===== config.mk =====
export PLATFORM = sky130hd
export DESIGN_NAME = hub75_scan_driver
export DESIGN_NICKNAME = d
export VERILOG_FILES = /design/src/rtl/hub75_pkg.sv /design/src/rtl/hub75_bitplane_slicer.sv /design/src/rtl/hub75_scan_driver.sv
export SDC_FILE = /design/constraint.sdc
export NUM_CORES = 1
export LEC_CHECK = 0
export CAP_MARGIN = 20
export CORE_MARGIN = 3
export CORE_UTILIZATION = 45
export DETAILED_ROUTE_END_ITERATION = 6
export PLACE_DENSITY = 0.7
export SLEW_MARGIN = 25
export SYNTH_ARGS = -nofsm -noshare
export SYNTH_HDL_FRONTEND = slang
export SYNTH_SLANG_ARGS = --single-unit

===== constraint.sdc =====
create_clock -name clk -period 5.1 [get_ports clk]
set_input_delay 1.02 -clock clk [delete_from_list [all_inputs] [get_ports clk]]
set_output_delay 1.02 -clock clk [all_outputs]
set_load 0.005 [all_outputs]

===== src/rtl/hub75_pkg.sv =====
// Shared types and constants for the HUB75 scan driver.
// Includes the gamma-2.2 table used when HUB75_GAMMA_EN is defined.
package hub75_pkg;

    typedef enum logic [2:0] {
        IDLE    = 3'd0,
        SHIFT   = 3'd1,
        BLANK   = 3'd2,
        LATCH   = 3'd3,
        DISPLAY = 3'd4
    } state_t;

    localparam int R_MSB     = 23;
    localparam int G_MSB     = 15;
    localparam int B_MSB     = 7;
    localparam int ROW_FIELD = 5;
    localparam int COL_FIELD = 6;

    typedef logic [255:0][7:0] gamma_lut_t;

    // t^2.2 is approximated as 0.8*t^2 + 0.2*t^3, rounded to nearest.
    function automatic gamma_lut_t build_gamma_lut();
        gamma_lut_t lut;
        int         num;
        for (int i = 0; i < 256; i++) begin
            num    = 4 * i * i * 255 + i * i * i;
            lut[i] = 8'((num + 162562) / 325125);
        end
        return lut;
    endfunction

    localparam gamma_lut_t GAMMA_LUT = build_gamma_lut();

    function automatic logic [7:0] gamma22(input logic [7:0] x);
        return GAMMA_LUT[x];
    endfunction

endpackage


===== src/rtl/hub75_bitplane_slicer.sv =====
// Picks one BCM bit-plane out of a 24-bit RGB pixel (combinational).
// With HUB75_GAMMA_EN defined each channel is gamma-corrected first.
module hub75_bitplane_slicer
    import hub75_pkg::*;
#(
    parameter int PLANES = 4,
    parameter int PW     = (PLANES > 1) ? $clog2(PLANES) : 1
) (
    input  logic [23:0]   i_pixel,
    input  logic [PW-1:0] i_plane,
    output logic [2:0]    o_bits
);

    logic [7:0] w_r;
    logic [7:0] w_g;
    logic [7:0] w_b;
    logic [2:0] w_idx;

`ifdef HUB75_GAMMA_EN
    assign w_r = gamma22(i_pixel[R_MSB -: 8]);
    assign w_g = gamma22(i_pixel[G_MSB -: 8]);
    assign w_b = gamma22(i_pixel[B_MSB -: 8]);
`else
    assign w_r = i_pixel[R_MSB -: 8];
    assign w_g = i_pixel[G_MSB -: 8];
    assign w_b = i_pixel[B_MSB -: 8];
`endif

    // Plane 0 is the lowest of the top PLANES bits of each channel.
    assign w_idx  = 3'(8 - PLANES) + 3'(i_plane);
    assign o_bits = {w_r[w_idx], w_g[w_idx], w_b[w_idx]};

endmodule


===== src/rtl/hub75_scan_driver.sv =====
// HUB75 1/16-scan panel driver with binary-coded modulation.
// Define HUB75_GAMMA_EN to gamma-correct pixels before plane slicing.
module hub75_scan_driver
    import hub75_pkg::*;
#(
    parameter int COLS        = 64,
    parameter int SCAN_ROWS   = 16,
    parameter int PLANES      = 4,
    parameter int BASE_TICKS  = 8,
    parameter int BLANK_TICKS = 2
) (
    input  logic        clk,
    input  logic        rst,
    input  logic        enable,
    output logic [11:0] pixel_addr,
    input  logic [23:0] pixel_data,
    output logic        hub_r1,
    output logic        hub_g1,
    output logic        hub_b1,
    output logic        hub_r2,
    output logic        hub_g2,
    output logic        hub_b2,
    output logic        hub_clk,
    output logic        hub_lat,
    output logic        hub_oe_n,
    output logic [3:0]  hub_addr,
    output logic        frame_start
);

    localparam int CW       = (COLS > 1) ? $clog2(COLS) : 1;
    localparam int RW       = (SCAN_ROWS > 1) ? $clog2(SCAN_ROWS) : 1;
    localparam int PW       = (PLANES > 1) ? $clog2(PLANES) : 1;
    localparam int DISP_MAX = BASE_TICKS << (PLANES - 1);
    localparam int TW       = $clog2(((DISP_MAX > BLANK_TICKS) ? DISP_MAX : BLANK_TICKS) + 1);

    state_t          r_state, w_state_next;
    logic [1:0]      r_phase, w_phase_next;
    logic [CW-1:0]   r_col, w_col_next;
    logic [RW-1:0]   r_row, w_row_next;
    logic [PW-1:0]   r_plane, w_plane_next;
    logic [TW-1:0]   r_tick, w_tick_next;
    logic [TW-1:0]   w_disp_last;
    logic            w_frame_wrap;

    logic [11:0]     r_pixel_addr, w_pixel_addr_next;
    logic [2:0]      r_upper, w_upper_next;
    logic [5:0]      r_colour, w_colour_next;
    logic            r_hclk, w_hclk_next;
    logic            r_lat, w_lat_next;
    logic            r_oe_n, w_oe_n_next;
    logic [3:0]      r_hub_addr, w_hub_addr_next;
    logic            r_fs, w_fs_next;
    logic [2:0]      w_slice;
    logic [ROW_FIELD-1:0] w_row_field;

    hub75_bitplane_slicer #(
        .PLANES (PLANES),
        .PW     (PW)
    ) u_slicer (
        .i_pixel (pixel_data),
        .i_plane (r_plane),
        .o_bits  (w_slice)
    );

    assign w_disp_last = (TW'(BASE_TICKS) << r_plane) - TW'(1);

    always_ff @(posedge clk or negedge rst) begin
        if (!rst) begin
            r_state      <= IDLE;
            r_phase      <= '0;
            r_col        <= '0;
            r_row        <= '0;
            r_plane      <= '0;
            r_tick       <= '0;
            r_pixel_addr <= '0;
            r_upper      <= '0;
            r_colour     <= '0;
            r_hclk       <= 1'b0;
            r_lat        <= 1'b0;
            r_oe_n       <= 1'b1;
            r_hub_addr   <= '0;
            r_fs         <= 1'b0;
        end else begin
            r_state      <= w_state_next;
            r_phase      <= w_phase_next;
            r_col        <= w_col_next;
            r_row        <= w_row_next;
            r_plane      <= w_plane_next;
            r_tick       <= w_tick_next;
            r_pixel_addr <= w_pixel_addr_next;
            r_upper      <= w_upper_next;
            r_colour     <= w_colour_next;
            r_hclk       <= w_hclk_next;
            r_lat        <= w_lat_next;
            r_oe_n       <= w_oe_n_next;
            r_hub_addr   <= w_hub_addr_next;
            r_fs         <= w_fs_next;
        end
    end

    always_comb begin
        w_state_next = r_state;
        w_phase_next = r_phase;
        w_col_next   = r_col;
        w_row_next   = r_row;
        w_plane_next = r_plane;
        w_tick_next  = r_tick;
        w_frame_wrap = 1'b0;
        unique case (r_state)
            IDLE: begin
                if (enable) begin
                    w_state_next = SHIFT;
                    w_phase_next = '0;
                    w_col_next   = '0;
                    w_row_next   = '0;
                    w_plane_next = '0;
                    w_tick_next  = '0;
                    w_frame_wrap = 1'b1;
                end
            end
            SHIFT: begin
                w_phase_next = r_phase + 2'd1;
                if (r_phase == 2'd3) begin
                    if (r_col == CW'(COLS - 1)) begin
                        w_state_next = BLANK;
                        w_col_next   = '0;
                        w_tick_next  = '0;
                    end else begin
                        w_col_next = r_col + CW'(1);
                    end
                end
            end
            BLANK: begin
                if (r_tick == TW'(BLANK_TICKS - 1)) begin
                    w_state_next = LATCH;
                    w_tick_next  = '0;
                end else begin
                    w_tick_next = r_tick + TW'(1);
                end
            end
            LATCH: begin
                w_state_next = DISPLAY;
                w_tick_next  = '0;
            end
            DISPLAY: begin
                if (r_tick == w_disp_last) begin
                    w_tick_next = '0;
                    if (r_plane == PW'(PLANES - 1)) begin
                        w_plane_next = '0;
                        if (r_row == RW'(SCAN_ROWS - 1)) begin
                            w_row_next   = '0;
                            w_frame_wrap = 1'b1;
                        end else begin
                            w_row_next = r_row + RW'(1);
                        end
                    end else begin
                        w_plane_next = r_plane + PW'(1);
                    end
                    if (enable) begin
                        w_state_next = SHIFT;
                        w_phase_next = '0;
                        w_col_next   = '0;
                    end else begin
                        // Stopping discards the scan position; restart is a fresh frame.
                        w_state_next = IDLE;
                        w_row_next   = '0;
                        w_plane_next = '0;
                        w_frame_wrap = 1'b0;
                    end
                end else begin
                    w_tick_next = r_tick + TW'(1);
                end
            end
            default: w_state_next = IDLE;
        endcase
    end

    // Outputs are registered from the next state so they line up with it.
    always_comb begin
        w_oe_n_next     = (w_state_next != DISPLAY);
        w_lat_next      = (w_state_next == LATCH);
        w_hclk_next     = (w_state_next == SHIFT) && (w_phase_next == 2'd3);
        w_fs_next       = (w_state_next == SHIFT) && w_frame_wrap;
        w_hub_addr_next = r_hub_addr;
        if ((r_state == SHIFT) && (w_state_next == BLANK)) begin
            w_hub_addr_next = 4'(r_row);
        end
        w_row_field = (w_phase_next == 2'd0) ? ROW_FIELD'(w_row_next)
                                             : ROW_FIELD'(w_row_next) + ROW_FIELD'(SCAN_ROWS);
        w_pixel_addr_next = r_pixel_addr;
        if (w_state_next == SHIFT) begin
            w_pixel_addr_next = {1'b0, w_row_field, COL_FIELD'(w_col_next)};
        end
        w_upper_next  = ((r_state == SHIFT) && (r_phase == 2'd0)) ? w_slice : r_upper;
        w_colour_next = ((r_state == SHIFT) && (r_phase == 2'd1)) ? {r_upper, w_slice} : r_colour;
    end

    assign pixel_addr  = r_pixel_addr;
    assign hub_r1      = r_colour[5];
    assign hub_g1      = r_colour[4];
    assign hub_b1      = r_colour[3];
    assign hub_r2      = r_colour[2];
    assign hub_g2      = r_colour[1];
    assign hub_b2      = r_colour[0];
    assign hub_clk     = r_hclk;
    assign hub_lat     = r_lat;
    assign hub_oe_n    = r_oe_n;
    assign hub_addr    = r_hub_addr;
    assign frame_start = r_fs;

endmodule


---- Yosys cells after proc, flatten, opt, wreduce, memory -nomap -nowiden ----
Cells that the tools add are included.
cells by class
  $add $sub $neg .......................... 8
  magnitude comparators ................... 1
  equality and inequality tests ........... 20
  shifts and indexed selects .............. 1
  muxes and demuxes ....................... 45
  reductions and logical operators ........ 12
operators by type and width
  cell                                                                 count
  7-bit 2-to-1 mux                                                     5
  7-bit case mux with 5 select lines                                   1
  6-bit 2-to-1 mux                                                     4
  4-bit 2-to-1 mux                                                     5
  6-bit case mux with 3 select lines                                   1
  3-bit 2-to-1 mux                                                     5
  3-bit case mux with 5 select lines                                   1
  3-bit by 2-bit == test with 1-bit output (second input constant)     4
  2-bit 2-to-1 mux                                                     6
  1-bit binary-select mux with 3-bit select                            3
  1-bit 2-to-1 mux                                                     9
  2-bit != test (second input constant)                                4
  4-bit case mux with 2 select lines                                   1
  7-bit by 1-bit adder with 7-bit output (second input constant)       1
  7-bit by 1-bit == test with 1-bit output (second input constant)     1
  7-bit == test                                                        1
  4-bit by 2-bit << shifter with 7-bit output (first input constant)   1
  7-bit by 2-bit subtractor with 7-bit output (second input constant)  1
  6-bit by 1-bit adder with 6-bit output (second input constant)       1
  2-bit == test (second input constant)                                3
  3-bit by 1-bit == test with 1-bit output (second input constant)     2
  6-bit == test (second input constant)                                1
  2-bit case mux with 3 select lines                                   1
  4-bit by 5-bit adder with 5-bit output (second input constant)       1
  other kinds (18)                                                     24
storage, ports and cells
  flip-flop bits (word level) ............. 52
  input bits .............................. 27
  output and inout bits ................... 26
  logic and storage cells ................. 101

---- Longest topological paths before layout ----
  depth after elaboration ................. 8
  mapped depth ............................ 8
  mapped depth without buffers ............ 7

---- Hierarchy ----
Synthesis repeated with hierarchy kept, for this count alone.
unflattened totals
  cell total of the unflattened synthesis .. 264
  area, all modules ....................... 2944.1 µm²
by module, submodules not included
  module                 instances  cells each  area an instance (µm²)  seq. area each (µm²)
  hub75_scan_driver      1          261         2865.2                  1302.5
  hub75_bitplane_slicer  1          3           78.8                    0.0

---- Worst setup path before layout ----
No wires, ideal clock.
  kind .................................... input -> register
  start ................................... in enable
  end ..................................... reg r_pixel_addr[8] (netlist: pixel_addr[8])
  setup time .............................. 0.125 ns
  arrival time ............................ 2.256 ns
  data required time ...................... 4.975 ns
  slack ................................... 2.719 ns
  stages on the path ...................... 5
  path buffers ............................ 0
  cell sequence ........................... or3b_2 nor2_1 a31oi_2 a221o_1 mux2_4
between the ends
  word-level cells in the longest chain between the ends .. 5
  elaborated cells on any way between the ends .. 15
  classes of those cells .................. 1 x add/sub; 1 x eq/ne; 12 x mux; 1 x reduce/logical
ends and longest elaborated chain
  what                                                                                      line                                                text
  start, declared                                                                           hub75_scan_driver.sv:14                             input logic enable,
  4-bit 2-to-1 mux or 2-bit 2-to-1 mux (tied branches)                                      hub75_scan_driver.sv:159, hub75_scan_driver.sv:111
  4-bit 2-to-1 mux or 2-bit 2-to-1 mux (tied branches)                                      hub75_scan_driver.sv:146                            if (r_tick == w_disp_last) begin
  4-bit case mux with 2 select lines or 2-bit case mux with 3 select lines (tied branches)  hub75_scan_driver.sv:109                            unique case (r_state)
  4-bit by 5-bit adder with 5-bit output or 2-bit logical NOT (tied branches)               hub75_scan_driver.sv:189, hub75_scan_driver.sv:188
  5-bit 2-to-1 mux *                                                                        hub75_scan_driver.sv:188                            w_row_field = (w_phase_next == 2'd0) ? ROW_FIELD'(w_row_next)
  via w_row_field[2]                                                                        hub75_scan_driver.sv:54                             logic [ROW_FIELD-1:0] w_row_field;
  end signal, assigned                                                                      hub75_scan_driver.sv:90                             r_pixel_addr <= w_pixel_addr_next;
  end, declared                                                                             hub75_scan_driver.sv:45                             logic [11:0] r_pixel_addr, w_pixel_addr_next;
Mark *: on every way through the listed nets, which the timed path passes. The rest lies on a longest branch.
A chain may end at the register's enable or synchronous reset.

---- Worst setup path in the final report ----
Ends and elaborated chain as after synthesis.

==> results.md <==
* Final net count at about 350
* Dominant synthesized flop cell: dfrtp_1
* Clock tree from TritonCTS: yes
* Drt first pass iters at 4
* Antenna-violating nets left at 0
* Share of synthesized flip-flops with an asynchronous set or reset at between 90% and 100%
* Measured slew at the worst slew-check pin at around 0.79 ns
* Hold-fix buffers, CTS at 0
* Relative max-transition margin at 47.3%
* Half-perimeter wire length after detailed placement at ~4300 um
* Number of inserted filler cells in the final layout at 549
* Die Y at around 86 um
* Sequential cell area fraction in the yosys report at roughly 45%
* Synthesized instance count at between 200 and 300
* Crit Path Max Fanout at 9
* Worst slack on hold paths at 0.500 ns
* Global Route met3 Usage at just over 4%
* Slowest cell on the critical path: clkdlybuf4s50_1
* Sum of internal, switching and leakage power at between 1000 and 1500 uW
* GR Util met2 at ~28%
* Hold violation total from the final report at 0
* Count of warnings emitted by yosys at 0
* Leak Pwr at ~0.0015 uW
* Non-filler instance count after layout at approximately 380
* Reg-to-reg slack, setup at ~2.5 ns
* Number of max-slew violations in the final report at 0
* Kind of critical path: primary input to flop
* Insertion delay of the later-clocked pin in the worst-skew pair at approximately 0.30 ns
* Startpoint types: primary input
* Largest net degree at the start of global routing at 53
* Layout cell share with drive strength beyond 1 at 16.5%
* Post-Route Setup TNS at 0 ns
* Per-cell routed wire length at between 15 and 20 um
* Number of buffers inserted to repair setup after CTS at 0
* Via count at roughly 2200
* Total length of routed wires at between 5000 and 6000 um
* Worst path max stage delay at around 0.64 ns
* Critical path cell sequence: clkdlybuf4s50_1, or3b_2, nor2_1, a31oi_2, a221o_1, mux2_4
* Placer's final routability congestion estimate at between 0.8 and 0.9
* Total I/O pin count at 53
* Met1 demand-to-capacity share in global routing at between 20% and 30%
* Register clock-pin slew on the reported worst setup and hold paths at ~0.090 ns
* Maximum buffer depth of the clock tree at 2
* Overflow after GRT at 0
* Final Cycle Share at between 50% and 60%
* Layout overhead on the synthesized area at 18.4%
* Post-cts repair resize count at 0
* Result of the run: finished, final reports clean
* Overall track demand over capacity in global routing at approximately 17%
* Max-cap violations at 0
* Diodes inserted at 0
* DRC violations left at 0
* Period minus WS final at between 2 and 3 ns
* Average footprint of a synthesized cell at between 10 and 15 um2
* Via-per-instance ratio at between 5 and 6
* FP Rows at 28
* Number of synthesized flops with an enable pin at 0
* Initial core utilization at 47.6%
* Areal power density over the cells at around 330 nW/um2
* Unrepaired setup endpoints after global routing: no
* Cell chosen for the clock root: clkbuf_8
* Post-synth cell types at 60
* Number of register bits inferred by synthesis at 52
* X dimension of the die at 86.1 um
* First-pass GRT wire length at between 10000 and 15000 um
* Nature of the critical path endpoint: flop
* Drt first-iter violations at about 130
* Most Used Layer, Global Route: met2
* Area of the die at between 7000 and 8000 um2
* TritonCTS buffer count at 5
* Hold Crit Depth at 1
* H-tree lvl count at 2
* Clock Sinks at between 50 and 60
* Data arrival time of the critical path at roughly 3 ns
* Post-Synthesis Net Count at 308
* Max rail drop VDD at just under 200 uV
* Core box area at approximately 6100 um2
* Achievable Freq at 350 MHz
* Worst min-delay path category: flop to flop
* Initial antenna violation count at 0
* Final setup violating endpoints at 0
* Number of global-route vias before repair at around 2200
* Required time at the endpoint of the critical path at 5.29 ns
* Setup Skew at around 0.0097 ns
* Netlist Area Pre-Place at between 2000 and 3000 um2
* Number of cells after detailed placement at about 380
* Count of input and output buffers at 39
* Depth of the worst register-to-register path at 6
==> flip-flops by register name, summed over array words and instances (netlist names) <==
signal       flops
r_col            6
hub_addr         4
hub_clk          1
r_phase          2
r_tick           7
hub_lat          1
hub_oe_n         1
r_upper          3
pixel_addr      11
r_state          3
r_row            4
r_plane          2
frame_start      1
r_colour         6
==> worst max-delay path: cells and delay by family <==
family / cells / cell delay [ns]
AOI/OAI and AO/OA: 2 / 0.49
buffers and inverters: 1 / 0.64
muxes: 1 / 0.26
and+or+nand+nor: 2 / 0.63
==> per-layer routing <==
metal  vias to the layer above  wire, um
met1                      1032      2670
li1                       1054         -
met2                        60      2770
met3                         7       391
met4                         0        42
met5                         -         0
==> layout make-up <==
cell class              instances  area, um2  share of cell area (%)
multi-input cells             193       1460                    42.8
clock buffers                   6       72.6                    2.12
clock inverters                 2       35.0                    1.02
inverters                      16       60.1                    1.76
flip-flops and latches         52       1300                    38.1
well taps                      75       93.8                    2.75
repair buffers                 40        393                    11.5
==> report_power, final <==
part,total (uW),switching [uW],internal [uW]
registers,544,57.9,486
logic,319,130,189
clock network,277,131,146
==> per-stage QoR <==
| stage | util [%] | setup slack [ns] | instance area, um2 |
|---|---|---|---|
| after floorplan | - | 2.72 | 2890 |
| after global placement | 54.5 | 1.91 | 3300 |
| after detailed placement | 54.6 | 1.93 | 3310 |
| after CTS | 56.4 | 2.26 | 3420 |
| after global routing | 56.4 | 2.16 | 3420 |
| final | 56.4 | 2.24 | 3420 |
==> final timing paths <==
check | start | to
max in group asynchronous | rst | pixel_addr[7]
max | enable | pixel_addr[8]
min reg2reg | r_upper[2] | r_colour[5]
min in group asynchronous | rst | r_colour[3]
max reg2reg | r_plane[0] | r_tick[5]
min | r_upper[2] | r_colour[5]
==> Yosys cell counts, drive strengths merged, types with 3 or more instances <==
cell type,number,area [um2]
a211oi,4,30.0
a21o,3,23.8
a21oi,7,38.8
a22o,7,63.8
a31oi,5,37.5
and3,3,18.8
buf,5,33.8
clkbuf,4,35.0
dfrtp,51,1280
ha,11,138
inv,16,60.1
mux2,20,229
mux2i,3,55.1
mux4,3,67.6
nand2,30,113
nand2b,3,18.8
nand3,5,25.0
nand4,3,18.8
nor2,9,36.3
nor2b,3,18.8
nor3,8,45.0
o21ai,25,129
xnor2,5,58.8
xor2,3,26.3
==> logic make-up (layout without fill, tap and decap cells) <==
kind of cell,Yosys count,after routing,share of synthesized area [%]
adder cells (fa/ha/maj),11,11,4.77
buffers and inverters,25,64,4.46
XOR/XNOR,8,8,2.95
AO/OA/AOI/OAI,68,68,16.0
other,1,1,0.130
flip-flops,52,52,45.1
AND/OR/NAND/NOR,79,79,14.3
multiplexers,26,26,12.2
==> placed cells by master (no fill, tap or decap), types with 6 or more instances in the layout <==
master / n
dfrtp_1: 51
clkdlybuf4s50_1: 38
nand2_1: 30
o21ai_0: 24
mux2_2: 19
inv_1: 16
ha_1: 11
nor2_1: 8
nor3_1: 7
a21oi_1: 6
Note: power is estimated with default switching activity, not from simulation.
